<file path="src/rtl/risc_pkg.sv">
// rtl/risc_pkg.sv - shared encodings for the program-counter sequencer
//
// Purpose: opcode constants, PC mux select encodings, FSM state encodings,
// the packed control-strobe bundle and a small opcode classification helper.
// Ports: none (package).

package risc_pkg;

  // FSM state encodings
  localparam logic [2:0] ST_FETCH  = 3'd0;
  localparam logic [2:0] ST_DECODE = 3'd1;
  localparam logic [2:0] ST_EXEC   = 3'd2;
  localparam logic [2:0] ST_MEM    = 3'd3;
  localparam logic [2:0] ST_HALT   = 3'd4;

  // Opcodes; any value not listed here executes as NOP
  localparam logic [3:0] OP_NOP  = 4'h0;
  localparam logic [3:0] OP_ALU  = 4'h1;
  localparam logic [3:0] OP_LD   = 4'h2;
  localparam logic [3:0] OP_ST   = 4'h3;
  localparam logic [3:0] OP_JMP  = 4'h4;
  localparam logic [3:0] OP_JZ   = 4'h5;
  localparam logic [3:0] OP_JC   = 4'h6;
  localparam logic [3:0] OP_CALL = 4'h7;
  localparam logic [3:0] OP_RET  = 4'h8;
  localparam logic [3:0] OP_HLT  = 4'hF;

  // PC mux select encodings
  localparam logic [1:0] SEL_INC = 2'b00;  // PC+1
  localparam logic [1:0] SEL_BR  = 2'b01;  // branch target
  localparam logic [1:0] SEL_RET = 2'b10;  // ret_addr
  localparam logic [1:0] SEL_VEC = 2'b11;  // vector 0x00

  // Per-cycle control strobes produced by the sequencer
  typedef struct packed {
    logic       pccr;
    logic [1:0] pc_sel;
    logic       ir_ld;
    logic       alu_en;
    logic       mem_req;
    logic       rf_we;
    logic       halted;
  } seq_ctrl_t;

  function automatic logic is_mem_op(input logic [3:0] op);
    return (op == OP_LD) || (op == OP_ST);
  endfunction

endpackage

</file>
<file path="src/rtl/ret_stack.sv">
// rtl/ret_stack.sv - return-address stack for CALL/RET
//
// Purpose: LIFO of return addresses; push has priority over pop.
// Ports:
//   clk, rst        clock, synchronous active-low reset (clears count)
//   push, pop       stack operations (ignored when full / empty)
//   din             address pushed on push
//   top             top-of-stack entry, 0 when empty
//   full, empty     occupancy status

module ret_stack #(
  parameter int STK_DEPTH = 4,
  parameter int DW        = 8
) (
  input  logic          clk,
  input  logic          rst,
  input  logic          push,
  input  logic          pop,
  input  logic [DW-1:0] din,
  output logic [DW-1:0] top,
  output logic          full,
  output logic          empty
);

  localparam int AW = (STK_DEPTH > 1) ? $clog2(STK_DEPTH) : 1;
  localparam int CW = AW + 1;

  logic [DW-1:0] mem_q [STK_DEPTH];
  logic [CW-1:0] cnt_q;
  logic [AW-1:0] wr_idx;
  logic [AW-1:0] rd_idx;

  // Count is one wider than the index so "full" is representable; the write
  // index wraps to 0 only when full, and pushes are blocked then.
  assign wr_idx = cnt_q[AW-1:0];
  assign rd_idx = AW'(cnt_q - CW'(1));
  assign full   = (cnt_q == CW'(STK_DEPTH));
  assign empty  = (cnt_q == '0);
  assign top    = empty ? '0 : mem_q[rd_idx];

  always_ff @(posedge clk) begin
    if (!rst) begin
      cnt_q <= '0;
    end else if (push && !full) begin
      mem_q[wr_idx] <= din;
      cnt_q         <= cnt_q + CW'(1);
    end else if (pop && !empty) begin
      cnt_q <= cnt_q - CW'(1);
    end
  end

endmodule

</file>
<file path="src/rtl/pc_sequencer.sv">
// rtl/pc_sequencer.sv - instruction sequencer driving the ProgramCounter
//
// Purpose: FETCH/DECODE/EXEC/MEM/HALT control FSM producing PC load, PC mux
// select and datapath strobes, with a return-address stack for CALL/RET.
// Ports:
//   clk, rst            clock, synchronous active-low reset
//   opcode              instruction-register opcode (valid from DECODE)
//   zf, cf              ALU flags, sampled in EXEC
//   mem_ready           memory handshake completion
//   pc_cur              current ProgramCounter value
//   PCCR, pc_sel        PC load enable and mux select
//   ret_addr            top-of-stack return address (0x00 when empty)
//   ir_ld, alu_en, mem_req, rf_we   datapath strobes
//   halted, stk_err     status (stk_err sticky until reset)

module pc_sequencer
  import risc_pkg::*;
#(
  parameter int STK_DEPTH = 4
) (
  input  logic       clk,
  input  logic       rst,
  input  logic [3:0] opcode,
  input  logic       zf,
  input  logic       cf,
  input  logic       mem_ready,
  input  logic [7:0] pc_cur,
  output logic       PCCR,
  output logic [1:0] pc_sel,
  output logic [7:0] ret_addr,
  output logic       ir_ld,
  output logic       alu_en,
  output logic       mem_req,
  output logic       rf_we,
  output logic       halted,
  output logic       stk_err
);

  logic [2:0] state_q, state_d;
  logic       stk_err_q, stk_err_d;
  logic       push, pop;
  logic       stk_full, stk_empty;
  logic [7:0] stk_top;
  logic [7:0] push_addr;
  seq_ctrl_t  ctrl_c;
  seq_ctrl_t  ctrl_o;

  // Natural 8-bit wrap gives 0xFF -> 0x00
  assign push_addr = pc_cur + 8'd1;

  ret_stack #(
    .STK_DEPTH(STK_DEPTH),
    .DW       (8)
  ) u_ret_stack (
    .clk  (clk),
    .rst  (rst),
    .push (push),
    .pop  (pop),
    .din  (push_addr),
    .top  (stk_top),
    .full (stk_full),
    .empty(stk_empty)
  );

  always_comb begin
    ctrl_c    = '0;
    state_d   = state_q;
    stk_err_d = stk_err_q;
    push      = 1'b0;
    pop       = 1'b0;

    case (state_q)
      ST_FETCH: begin
        ctrl_c.mem_req = 1'b1;
        if (mem_ready) begin
          ctrl_c.ir_ld = 1'b1;
          state_d      = ST_DECODE;
        end
      end

      ST_DECODE: begin
        state_d = ST_EXEC;
      end

      ST_EXEC: begin
        state_d       = ST_FETCH;
        ctrl_c.pccr   = 1'b1;
        ctrl_c.pc_sel = SEL_INC;
        case (opcode)
          OP_ALU: begin
            ctrl_c.alu_en = 1'b1;
            ctrl_c.rf_we  = 1'b1;
          end
          OP_LD, OP_ST: begin
            // PC advances only once the memory access completes
            ctrl_c.pccr = 1'b0;
            state_d     = ST_MEM;
          end
          OP_JMP: ctrl_c.pc_sel = SEL_BR;
          OP_JZ:  ctrl_c.pc_sel = zf ? SEL_BR : SEL_INC;
          OP_JC:  ctrl_c.pc_sel = cf ? SEL_BR : SEL_INC;
          OP_CALL: begin
            if (stk_full) begin
              stk_err_d = 1'b1;
            end else begin
              push          = 1'b1;
              ctrl_c.pc_sel = SEL_BR;
            end
          end
          OP_RET: begin
            // ret_addr is the pre-pop top; the pop lands at the same edge
            // the PC loads it
            if (stk_empty) begin
              stk_err_d = 1'b1;
            end else begin
              pop           = 1'b1;
              ctrl_c.pc_sel = SEL_RET;
            end
          end
          OP_HLT: begin
            ctrl_c.pccr = 1'b0;
            state_d     = ST_HALT;
          end
          default: ;
        endcase
      end

      ST_MEM: begin
        ctrl_c.mem_req = 1'b1;
        if (mem_ready) begin
          ctrl_c.pccr   = 1'b1;
          ctrl_c.pc_sel = SEL_INC;
          ctrl_c.rf_we  = (opcode == OP_LD);
          state_d       = ST_FETCH;
        end
      end

      ST_HALT: begin
        ctrl_c.halted = 1'b1;
      end

      default: begin
        state_d = ST_FETCH;
      end
    endcase
  end

  always_ff @(posedge clk) begin
    if (!rst) begin
      state_q   <= ST_FETCH;
      stk_err_q <= 1'b0;
    end else begin
      state_q   <= state_d;
      stk_err_q <= stk_err_d;
    end
  end

  // Outputs are forced quiet while reset is held so an abandoned instruction
  // can never emit a PC load, whatever state the FSM was in.
  assign ctrl_o   = rst ? ctrl_c : '0;
  assign PCCR     = ctrl_o.pccr;
  assign pc_sel   = ctrl_o.pc_sel;
  assign ir_ld    = ctrl_o.ir_ld;
  assign alu_en   = ctrl_o.alu_en;
  assign mem_req  = ctrl_o.mem_req;
  assign rf_we    = ctrl_o.rf_we;
  assign halted   = ctrl_o.halted;
  assign stk_err  = rst & stk_err_q;
  assign ret_addr = rst ? stk_top : 8'h00;

endmodule

</file>
<file path="config.mk">
export PLATFORM = sky130hd
export DESIGN_NAME = pc_sequencer
export DESIGN_NICKNAME = d
export VERILOG_FILES = /design/src/rtl/risc_pkg.sv /design/src/rtl/ret_stack.sv /design/src/rtl/pc_sequencer.sv
export SDC_FILE = /design/constraint.sdc
export NUM_CORES = 1
export LEC_CHECK = 0
export ABC_AREA = 1
export BUFFER_PORTS_ARGS = -buffer_cell sky130_fd_sc_hd__buf_4
export CORE_MARGIN = 2
export CORE_UTILIZATION = 60
export CTS_CLUSTER_SIZE = 20
export DETAILED_ROUTE_END_ITERATION = 10
export HOLD_SLACK_MARGIN = 0.06
export PLACE_DENSITY = 0.93
export SLEW_MARGIN = 20
export SYNTH_ARGS = -nofsm -noshare
export SYNTH_HDL_FRONTEND = slang
export SYNTH_SLANG_ARGS = --single-unit
</file>
<file path="constraint.sdc">
create_clock -name clk -period 5.9 [get_ports clk]
set_clock_uncertainty 0.1 [all_clocks]
set_input_delay 1.18 -clock clk [delete_from_list [all_inputs] [get_ports clk]]
set_output_delay 1.18 -clock clk [all_outputs]
set_load 0.05 [all_outputs]
</file>
==> summary.txt, run 1 <==
Finish
  – Layout cell share with drive strength beyond 1: 0.194
  – Layout Nets: 290
  – N_diodes: 0
  – Fin cells: 314
  – Fin area: 2390 um2
  – P&R area growth vs syn: 17.3%

Critical path
  – Delay-heaviest family, CP: buffers and inverters
  – Slowest stage cell, crit path: dfxtp_1
  – Crit-path cells: inv_1 > ha_1 > clkinv_1 > nor2_1 > o21ai_0 > a21oi_1 > buf_4
  – CP arrival: 3.19 ns
  – Slowest stage delay, CP: 0.76 ns
  – CP Capture Type: primary output
  – Worst-path fanout max: 20
  – Worst r2r src: u_ret_stack.cnt_q[0]$_SDFFE_PN0P_
  – Worst setup path category: flip-flop to primary output
  – Crit start category: flip-flop
  – Critical path buffers and inverters: 3
  – Worst R2R End: u_ret_stack.mem_q[2][2]$_DFFE_PP_
  – R2R depth: 5
  – Reg-to-reg slack, setup: 2.83 ns
  – Req. time, crit path: 4.62 ns

Place
  – Placed inst area: 2320 um2
  – Port Buffers: 33
  – Inst Count DP: 306
  – HPWL Detailed: 3070 um
  – GP Congestion: 0.877

Timing
  – Max-slew headroom: 0.440
  – Fmax: 224 MHz
  – Least-Margin Pin Slew: 0.837 ns
  – Slew Viols, Final: 0
  – Final Hold Violating Endpoints: 0
  – RSZ-0062 raised after global routing: no
  – Tmin final: 4.47 ns
  – Tcrit/Tclk final: 0.758
  – Min Hold Slack: 0.379 ns
  – Setup TNS: 0 ns
  – Number of setup violations in the final report: 0

Logic synthesis
  – Area leader, netlist: edfxtp_1
  – Count leader, synth: nor2_1
  – Yosys reg bits: 39
  – Syn Inst Count: 231
  – Synth cell count leaders: 56 x nor2_1, 32 x edfxtp_1, 32 x nand2_1, 21 x inv_1, 20 x o21ai_0
  – Primary FF master, synth: edfxtp_1
  – Cell variety after synth: 25
  – Register area share after synthesis: 0.540
  – Synth warn: 0
  – Top cells by area, synth: edfxtp_1 47%, nor2_1 10%, dfxtp_1 6.9%, nand2_1 5.9%, o21ai_0 4.9%
  – Avg Cell Area, Syn: 8.83 um2
  – EDFF count, synth: 32
  – Mapped Area: 2040 um2
  – Syn Nets: 254
  – Share of the synthesized area in the top cell type: 0.471
  – Async S/R FF share, synth: 0

Global route
  – Vias in the first global route: 1525
  – Global-route wire length before repair: 6950 um
  – GRT overflow: 0
  – Largest net degree at the start of global routing: 21
  – Initial antenna violation count: 0
  – All-Layer GR Usage: 0.233

Power and ir drop
  – Leak pwr: 0.999 nW
  – Total chip power: 0.539 mW
  – Pwr/cell area: 225 nW/um2
  – Worst VDD drop: 0.000168 V

Floorplanning
  – Width of the die: 62.3 um
  – Top Ports: 34
  – FP Rows: 21
  – Die height: 62.3 um
  – Die area: 3880 um2
  – Area of the core: 3310 um2
  – Initial Util: 0.616

Route
  – DRT Wirelength: 4230 um
  – Vias/cell: 5.17
  – DR WL/cell: 13.5 um
  – 1st-iter DRT viols: 132
  – TritonRoute pass-1 iters: 4
  – Post-route DRC: 0
  – Remaining antenna violation count: 0
  – Vias: 1622

Clocking
  – H-tree levels: 2
  – Clk slew on worst S/H paths: 0.11 ns
  – Hold buffers post-CTS: 0
  – Clock sinks: 39
  – Clk Latency, worst-skew pair: 0.35 ns
  – TritonCTS buffer count: 5
  – Post-CTS Setup Inserts: 0
  – Clock Tree Buf Depth: 2
  – TritonCTS clock tree: built
  – Clock tree root driver cell: clkbuf_4
  – # resized after CTS: 0

Run status
  – Status: completed

Worst hold path
  – Hold endpoint: stk_err_q$_SDFFE_PN0P_
  – Hold Crit Start: stk_err_q$_SDFFE_PN0P_
  – Worst Hold Depth: 2
  – Worst hold path type: flip-flop to flip-flop

Flow run
  – Max-cap viol count: 0
-- cells in the final DEF (no fill, tap or decap), drive strengths merged --
master,synthesis,routed
a211oi,1,1
a21oi,11,11
buf,4,33
bufinv,0,1
clkbuf,0,7
clkinv,2,2
dfxtp,7,7
edfxtp,32,32
ha,6,6
inv,25,25
nand2,35,35
nand3,15,15
nand4,1,1
nor2,59,59
nor3,3,3
nor4,1,1
o21ai,20,20
o22ai,1,1
xnor2,1,1
xor2,7,7
-- registers in the layout, summed over array words and instances, names as in the netlist --
register           cells
u_ret_stack.mem_q     32
u_ret_stack.cnt_q      3
state_q                3
stk_err_q              1
-- worst reg2reg max path: cells and delay by family (launching register included) --
family / cells / cell delay [ns]
adder cells (fa/ha/maj): 1 / 0.37
buffers and inverters: 1 / 0.46
AND/OR/NAND/NOR: 3 / 1.01
flip-flops: 1 / 0.76
-- per-layer routing --
layer / global-route usage / vias to the layer above / share of wire
met5: 0 / - / 0
li1: - / 830 / -
met1: 0.291 / 740 / 0.43
met2: 0.393 / 46 / 0.51
met4: 0.0833 / 0 / 0.014
met3: 0.0634 / 6 / 0.042
-- power by group --
| part | switching, mW | total, mW | internal [mW] |
|---|---|---|---|
| registers | 0.00304 | 0.304 | 0.301 |
| clock network | 0.0841 | 0.174 | 0.0899 |
| logic | 0.0393 | 0.0611 | 0.0218 |
| total | 0.126 | 0.539 | 0.413 |
-- worst max-delay path by stage --
stage	slack, ns	to	depth (start not counted)	from
6_report	1.43	ret_addr[1]	7	u_ret_stack.cnt_q[0]$_SDFFE_PN0P_
2_1_floorplan	1.85	ir_ld	2	rst
5_1_grt	1.18	ret_addr[1]	7	u_ret_stack.cnt_q[0]$_SDFFE_PN0P_
3_5_place_dp	1.86	ret_addr[1]	7	u_ret_stack.cnt_q[0]$_SDFFE_PN0P_
4_1_cts	1.47	ret_addr[1]	7	u_ret_stack.cnt_q[0]$_SDFFE_PN0P_
3_3_place_gp	2.06	ret_addr[5]	7	u_ret_stack.cnt_q[0]$_SDFFE_PN0P_
-- cell families after synthesis --
family	share of synthesized area
compound gates	0.0828
flops	0.540
simple gates	0.243
fa+ha+maj	0.0368
xor+xnor	0.0343
buf+inv	0.0631
-- stage by stage --
step | setup WS [ns] | util
2_1_floorplan | 1.85 | -
3_3_place_gp | 2.06 | 0.700
3_5_place_dp | 1.86 | 0.700
4_1_cts | 1.47 | 0.723
5_1_grt | 1.18 | 0.723
6_report | 1.43 | 0.723
-- final cells by class --
class / instances / area [um2]
fillers: 267 / 917
well taps: 46 / 57.6
clock inverters: 1 / 30.0
inverters: 27 / 101
flip-flops and latches: 39 / 1100
clock buffers: 7 / 45.0
multi-input cells: 161 / 811
repair buffers: 33 / 248
Note: power is estimated with default switching activity, not from simulation.
==> run 2: changes to the inputs <==
--- a/config.mk
+++ b/config.mk
@@ -8,11 +8,11 @@
 export ABC_AREA = 1
 export BUFFER_PORTS_ARGS = -buffer_cell sky130_fd_sc_hd__buf_4
 export CORE_MARGIN = 2
-export CORE_UTILIZATION = 60
+export CORE_UTILIZATION = 55
 export CTS_CLUSTER_SIZE = 20
 export DETAILED_ROUTE_END_ITERATION = 10
 export HOLD_SLACK_MARGIN = 0.06
-export PLACE_DENSITY = 0.93
+export PLACE_DENSITY = 0.87
 export SLEW_MARGIN = 20
 export SYNTH_ARGS = -nofsm -noshare
 export SYNTH_HDL_FRONTEND = slang
==> constraint.sdc (replaced) <==
create_clock -name clk -period 4.4 [get_ports clk]
set_clock_uncertainty 0.1 [all_clocks]
set_input_delay 0.88 -clock clk [delete_from_list [all_inputs] [get_ports clk]]
set_output_delay 0.88 -clock clk [all_outputs]
set_load 0.05 [all_outputs]
==> run 2 against run 1 <==
  * Clock power increased by 43%
  * Critical endpoint is now ret_addr[6]
  * Final cell count is 0.96% higher
  * Largest cell class unchanged
  * Total power grew 37%
  * Hold slack got worse by 0.0052 ns
  * Sequential share of layout area down 0.52 points
  * Routed wire length down 1.8%
  * Via count increased by 1.4%
  * Die area rose by 8.5%
  * Register-to-register slack got worse by 1.1 ns
  * Combinational power increased by 34%
  * Setup slack worse by 0.68 ns
  * Non-clock buffer count is 1 higher
==> summary.txt, run 2 (same netlist as run 1, synthesis figures left out) <==
Critical path
  – Slowest stage delay, CP: 0.57 ns
  – Worst R2R End: u_ret_stack.mem_q[2][1]$_DFFE_PP_
  – Delay-heaviest family, CP: buffers and inverters
  – Critical path buffers and inverters: 4
  – R2R depth: 6
  – Critical path launch point: u_ret_stack.cnt_q[0]$_SDFFE_PN0P_
  – Worst r2r src: u_ret_stack.cnt_q[0]$_SDFFE_PN0P_
  – Crit-path most repeated cell: buf_4
  – Crit start category: flip-flop
  – CP arrival: 2.67 ns
  – CP Capture Type: primary output
  – Worst-path fanout max: 20
  – Worst setup path category: flip-flop to primary output
  – Crit-path cells: buf_4 > inv_1 > ha_1 > clkinv_1 > nor2_1 > o21ai_0 > a21oi_1 > buf_4
  – Slowest stage cell, crit path: ha_1
  – Req. time, crit path: 3.42 ns
  – Reg-to-reg slack, setup: 1.76 ns

Floorplanning
  – Width of the die: 64.9 um
  – FP Rows: 22
  – Die height: 64.9 um
  – Die area: 4210 um2
  – Initial Util: 0.566
  – Top Ports: 34
  – Area of the core: 3610 um2

Route
  – Vias/cell: 5.19
  – 1st-iter DRT viols: 63
  – Remaining antenna violation count: 0
  – DRT Wirelength: 4150 um
  – Vias: 1645
  – DR WL/cell: 13.1 um
  – TritonRoute pass-1 iters: 5
  – Post-route DRC: 0

Timing
  – Tcrit/Tclk final: 0.830
  – Least-Margin Pin Slew: 0.840 ns
  – Final Hold Violating Endpoints: 0
  – Setup TNS: 0 ns
  – Max-slew headroom: 0.438
  – RSZ-0062 raised after global routing: no
  – Fmax: 274 MHz
  – Number of setup violations in the final report: 0
  – Slew Viols, Final: 0
  – Tmin final: 3.65 ns

Power and ir drop
  – Reg power frac: 0.552
  – Pwr/cell area: 305 nW/um2
  – Leak pwr: 1.01 nW
  – Sw Share: 0.260
  – Internal Power: 0.546 mW
  – Combinational cell fraction of total power: 0.111
  – Worst VDD drop: 0.000263 V
  – NetSw: 0.192 mW
  – Clock share of power: 0.337
  – Total chip power: 0.738 mW

Finish
  – Most common cell after layout, fill and taps aside: nor2_1
  – Layout Nets: 291
  – P&R area growth vs syn: 18.6%
  – Max FFs per register: 32
  – N_diodes: 0
  – Layout cell share with drive strength beyond 1: 0.204
  – Final Util: 0.671
  – Fin area: 2420 um2
  – Largest regs: u_ret_stack.mem_q: 32 flops, state_q: 3 flops, u_ret_stack.cnt_q: 3 flops
  – Commonest non-fill, non-tap cells in the layout: 56 x nor2_1, 34 x buf_4, 32 x nand2_1, 32 x edfxtp_1, 21 x inv_1
  – Top reg by flops: u_ret_stack.mem_q

Flow run
  – Max-cap viol count: 0

Place
  – GP Congestion: 0.832
  – Placed inst area: 2330 um2
  – Port Buffers: 33
  – HPWL Detailed: 3080 um

Worst hold path
  – Hold Crit Start: stk_err_q$_SDFFE_PN0P_
  – Hold endpoint: stk_err_q$_SDFFE_PN0P_
  – Worst Hold Depth: 2
  – Worst hold path type: flip-flop to flip-flop

Clocking
  – # resized after CTS: 0
  – H-tree levels: 2
  – Post-CTS Setup Inserts: 0
  – TritonCTS clock tree: built
  – Clock tree root driver cell: clkbuf_8
  – TritonCTS buffer count: 5
  – Clk slew on worst S/H paths: 0.08 ns
  – Clock Tree Buf Depth: 2
  – Clock sinks: 39
  – Clk Latency, worst-skew pair: 0.30 ns
  – Hold buffers post-CTS: 0

Global route
  – GRT overflow: 0
  – Vias in the first global route: 1614
  – All-Layer GR Usage: 0.226
  – Largest net degree at the start of global routing: 21
  – Global-route wire length before repair: 7060 um
  – Initial antenna violation count: 0

Run status
  – Status: completed
[run 2: cell count changes in the layout (fill, tap and decap cells not counted)]
| cell | delta |
|---|---|
| clkbuf_4 | -5 |
| clkbuf_8 | +5 |
| clkbuf_1 | -2 |
| clkinvlp_4 | +2 |
| buf_4 | +1 |
| bufinv_16 | -1 |
| inv_6 | +1 |
[run 2: power groups by stage]
stage | Clock, mW | Sequential (mW) | Combinational, mW
floorplan | 0 | 0.415 | 0.0526
global placement | 0 | 0.416 | 0.0794
detailed placement | 0 | 0.416 | 0.0819
CTS | 0.250 | 0.408 | 0.0820
global route | 0.273 | 0.408 | 0.0915
finish | 0.249 | 0.408 | 0.0816
[run 2: tightest hold or removal path, stage by stage (launching register included)]
cell	delay [ns]
dfxtp_1	0.32
nand2_1	0.06
o21ai_0	0.06
[run 2: layout make-up]
class                           count  area, um2
Sequential cell                    39       1100
Timing Repair Buffer               34        255
Clock buffer                        5       68.8
Inverter                           27        101
Clock inverter                      3       23.8
Fill cell                         288       1180
Tap cell                           48       60.1
Multi-Input combinational cell    161        811
[run 2: metal layers]
metal / vias to the layer above / part of all wire / track usage
met5: - / 0 / 0
met4: 0 / 0.014 / 0.130
met3: 8 / 0.041 / 0.0486
met2: 39 / 0.53 / 0.397
met1: 767 / 0.41 / 0.252
li1: 831 / - / -
[run 2: how the worst max path moves through the flow]
stage	end	slack (ns)	cells after the start
2_1_floorplan	ir_ld	0.95	2
4_1_cts	ret_addr[6]	0.77	8
5_1_grt	ret_addr[3]	0.47	8
3_3_place_gp	ret_addr[7]	1.20	8
6_report	ret_addr[6]	0.75	8
3_5_place_dp	ret_addr[6]	1.10	8
[run 2: metrics by stage]
stage	worst slack, ns	std cells	hold WS (ns)
2_1_floorplan	0.954	231	0.319
3_3_place_gp	1.20	309	0.335
3_5_place_dp	1.10	309	0.345
4_1_cts	0.770	317	0.364
5_1_grt	0.473	317	0.444
6_report	0.748	317	0.373
==> run 3: changes to the inputs <==
--- a/config.mk
+++ b/config.mk
@@ -8,11 +8,11 @@
 export ABC_AREA = 1
 export BUFFER_PORTS_ARGS = -buffer_cell sky130_fd_sc_hd__buf_4
 export CORE_MARGIN = 2
-export CORE_UTILIZATION = 55
+export CORE_UTILIZATION = 50
 export CTS_CLUSTER_SIZE = 20
 export DETAILED_ROUTE_END_ITERATION = 10
 export HOLD_SLACK_MARGIN = 0.06
-export PLACE_DENSITY = 0.87
+export PLACE_DENSITY = 0.84
 export SLEW_MARGIN = 20
 export SYNTH_ARGS = -nofsm -noshare
 export SYNTH_HDL_FRONTEND = slang
==> constraint.sdc (replaced) <==
create_clock -name clk -period 3.25 [get_ports clk]
set_clock_uncertainty 0.1 [all_clocks]
set_input_delay 0.65 -clock clk [delete_from_list [all_inputs] [get_ports clk]]
set_output_delay 0.65 -clock clk [all_outputs]
set_load 0.05 [all_outputs]
==> run 3 against run 2 <==
  * Clock power grew 61%
  * Global-route usage shrank 2.3 points
  * Sequential cell count is the same
  * Design area grew 2.0%
  * Routed wire length grew 3.4%
  * Register-to-register slack lost 0.66 ns
  * Sequential power grew 35%
  * Hold slack lost 0.019 ns
  * Total power grew 44%
  * Critical endpoint is now ret_addr[1]
==> summary.txt, run 3 (same netlist as run 1, synthesis figures left out) <==
Run status
  – Status: completed

Global route
  – All-Layer GR Usage: 0.204
  – Largest net degree at the start of global routing: 20
  – Initial antenna violation count: 0
  – Vias in the first global route: 1494
  – GRT overflow: 0
  – Global-route wire length before repair: 6740 um

Critical path
  – Slowest stage cell, crit path: ha_1
  – Worst setup path category: flip-flop to primary output
  – Reg-to-reg slack, setup: 1.10 ns
  – Slowest stage delay, CP: 0.54 ns
  – CP arrival: 2.30 ns
  – Req. time, crit path: 2.50 ns
  – Critical path buffers and inverters: 3
  – Worst-path fanout max: 10
  – CP Capture Type: primary output
  – Crit-path cells: inv_1 > ha_1 > clkinvlp_4 > nor2_1 > o21ai_0 > a21oi_1 > buf_4
  – Crit start category: flip-flop
  – Delay-heaviest family, CP: buffers and inverters

Timing
  – Setup TNS: 0 ns
  – Max-slew headroom: 0.472
  – Least-Margin Pin Slew: 0.789 ns
  – Tcrit/Tclk final: 0.939
  – Tmin final: 3.05 ns
  – Number of setup violations in the final report: 0
  – Slew Viols, Final: 0
  – Fmax: 328 MHz
  – RSZ-0062 raised after global routing: no
  – Final Hold Violating Endpoints: 0

Route
  – Remaining antenna violation count: 0
  – DRT Wirelength: 4290 um
  – Post-route DRC: 0
  – TritonRoute pass-1 iters: 4
  – 1st-iter DRT viols: 78
  – Vias: 1662
  – Vias/cell: 5.16
  – DR WL/cell: 13.3 um

Clocking
  – Post-CTS Setup Inserts: 0
  – Clk slew on worst S/H paths: 0.08 ns
  – Clock Tree Buf Depth: 2
  – H-tree levels: 2
  – Clk Latency, worst-skew pair: 0.29 ns
  – # resized after CTS: 0
  – Hold buffers post-CTS: 0
  – Clock tree root driver cell: clkbuf_8
  – TritonCTS buffer count: 5
  – TritonCTS clock tree: built
  – Clock sinks: 39

Finish
  – Most common cell after layout, fill and taps aside: nor2_1
  – Fillers: 322
  – Commonest non-fill, non-tap cells in the layout: 56 x nor2_1, 37 x buf_4, 32 x nand2_1, 32 x edfxtp_1, 21 x inv_1
  – Max FFs per register: 32
  – P&R area growth vs syn: 21.0%
  – Largest regs: u_ret_stack.mem_q: 32 flops, state_q: 3 flops, u_ret_stack.cnt_q: 3 flops
  – Layout cell share with drive strength beyond 1: 0.213
  – Layout Nets: 294
  – N_diodes: 0
  – Fin cells: 322
  – Top reg by flops: u_ret_stack.mem_q

Flow run
  – Max-cap viol count: 0

Place
  – GP Congestion: 0.833
  – Port Buffers: 33
  – HPWL Detailed: 3050 um
  – Inst Count DP: 314

Floorplanning
  – Area of the core: 3970 um2
  – Initial Util: 0.514
  – Die height: 67.9 um
  – FP Rows: 23
  – Die area: 4610 um2
  – Top Ports: 34
  – Width of the die: 67.9 um

Power and ir drop
  – Reg power frac: 0.519
  – NetSw: 0.249 mW
  – Pwr/cell area: 431 nW/um2
  – Leak pwr: 1.04 nW
  – Clock share of power: 0.377
  – Internal Power: 0.815 mW
  – Sw Share: 0.234
  – Combinational cell fraction of total power: 0.105
  – Worst VDD drop: 0.000318 V

Worst hold path
  – Worst hold path type: flip-flop to flip-flop
-- run 3: changes by cell type in the layout (fill, tap and decap cells not counted) --
cell        before  now
clkinvlp_4       2    1
bufinv_16        0    1
buf_4           34   37
-- run 3: final timing paths --
| check | from | endpoint | depth (start not counted) |
|---|---|---|---|
| worst max-delay path | u_ret_stack.cnt_q[1]$_SDFFE_PN0P_ | ret_addr[1] | 7 |
| worst min-delay path | stk_err_q$_SDFFE_PN0P_ | stk_err_q$_SDFFE_PN0P_ | 2 |
| worst max register to register | u_ret_stack.cnt_q[1]$_SDFFE_PN0P_ | u_ret_stack.mem_q[1][3]$_DFFE_PP_ | 5 |
| worst min register to register | stk_err_q$_SDFFE_PN0P_ | stk_err_q$_SDFFE_PN0P_ | 2 |
-- run 3: cell type report --
| class | instances | area (um2) | area share |
|---|---|---|---|
| clock inverters | 3 | 42.5 | 0.0172 |
| inverters | 27 | 105 | 0.0426 |
| clock buffers | 5 | 68.8 | 0.0279 |
| flip-flops and latches | 39 | 1100 | 0.446 |
| repair buffers | 37 | 278 | 0.113 |
| well taps | 50 | 62.6 | 0.0253 |
| multi-input cells | 161 | 811 | 0.328 |
-- run 3: stage by stage --
| stage | hold WS, ns | util | power, mW | worst slack, ns | instance area, um2 |
|---|---|---|---|---|---|
| CTS | 0.359 | 0.621 | 1.07 | 0.153 | 2460 |
| floorplan | 0.319 | - | 0.633 | 0.215 | 2040 |
| finish | 0.354 | 0.622 | 1.06 | 0.197 | 2470 |
| global route | 0.399 | 0.622 | 1.10 | 0.0418 | 2470 |
| global placement | 0.336 | 0.593 | 0.672 | 0.673 | 2350 |
| detailed placement | 0.342 | 0.593 | 0.674 | 0.486 | 2350 |
-- run 3: tightest hold or removal path: cells and delay by family, from the launching register on --
family          cells  cell delay (ns)
compound gates      1             0.06
simple gates        1             0.05
flops               1             0.31
-- run 3: routing by layer --
| layer | track usage | up-vias | share of wire |
|---|---|---|---|
| met1 | 0.247 | 781 | 0.42 |
| met5 | 0 | - | 0 |
| met2 | 0.344 | 38 | 0.52 |
| met4 | 0.0825 | 0 | 0.021 |
| met3 | 0.0559 | 9 | 0.042 |
| li1 | - | 834 | - |
-- run 3: power groups by stage --
stage	Combinational (mW)	Clock [mW]	Sequential [mW]
floorplan	0.0713	0	0.562
global placement	0.109	0	0.563
detailed placement	0.111	0	0.563
CTS	0.111	0.403	0.552
global route	0.125	0.420	0.552
finish	0.111	0.401	0.552
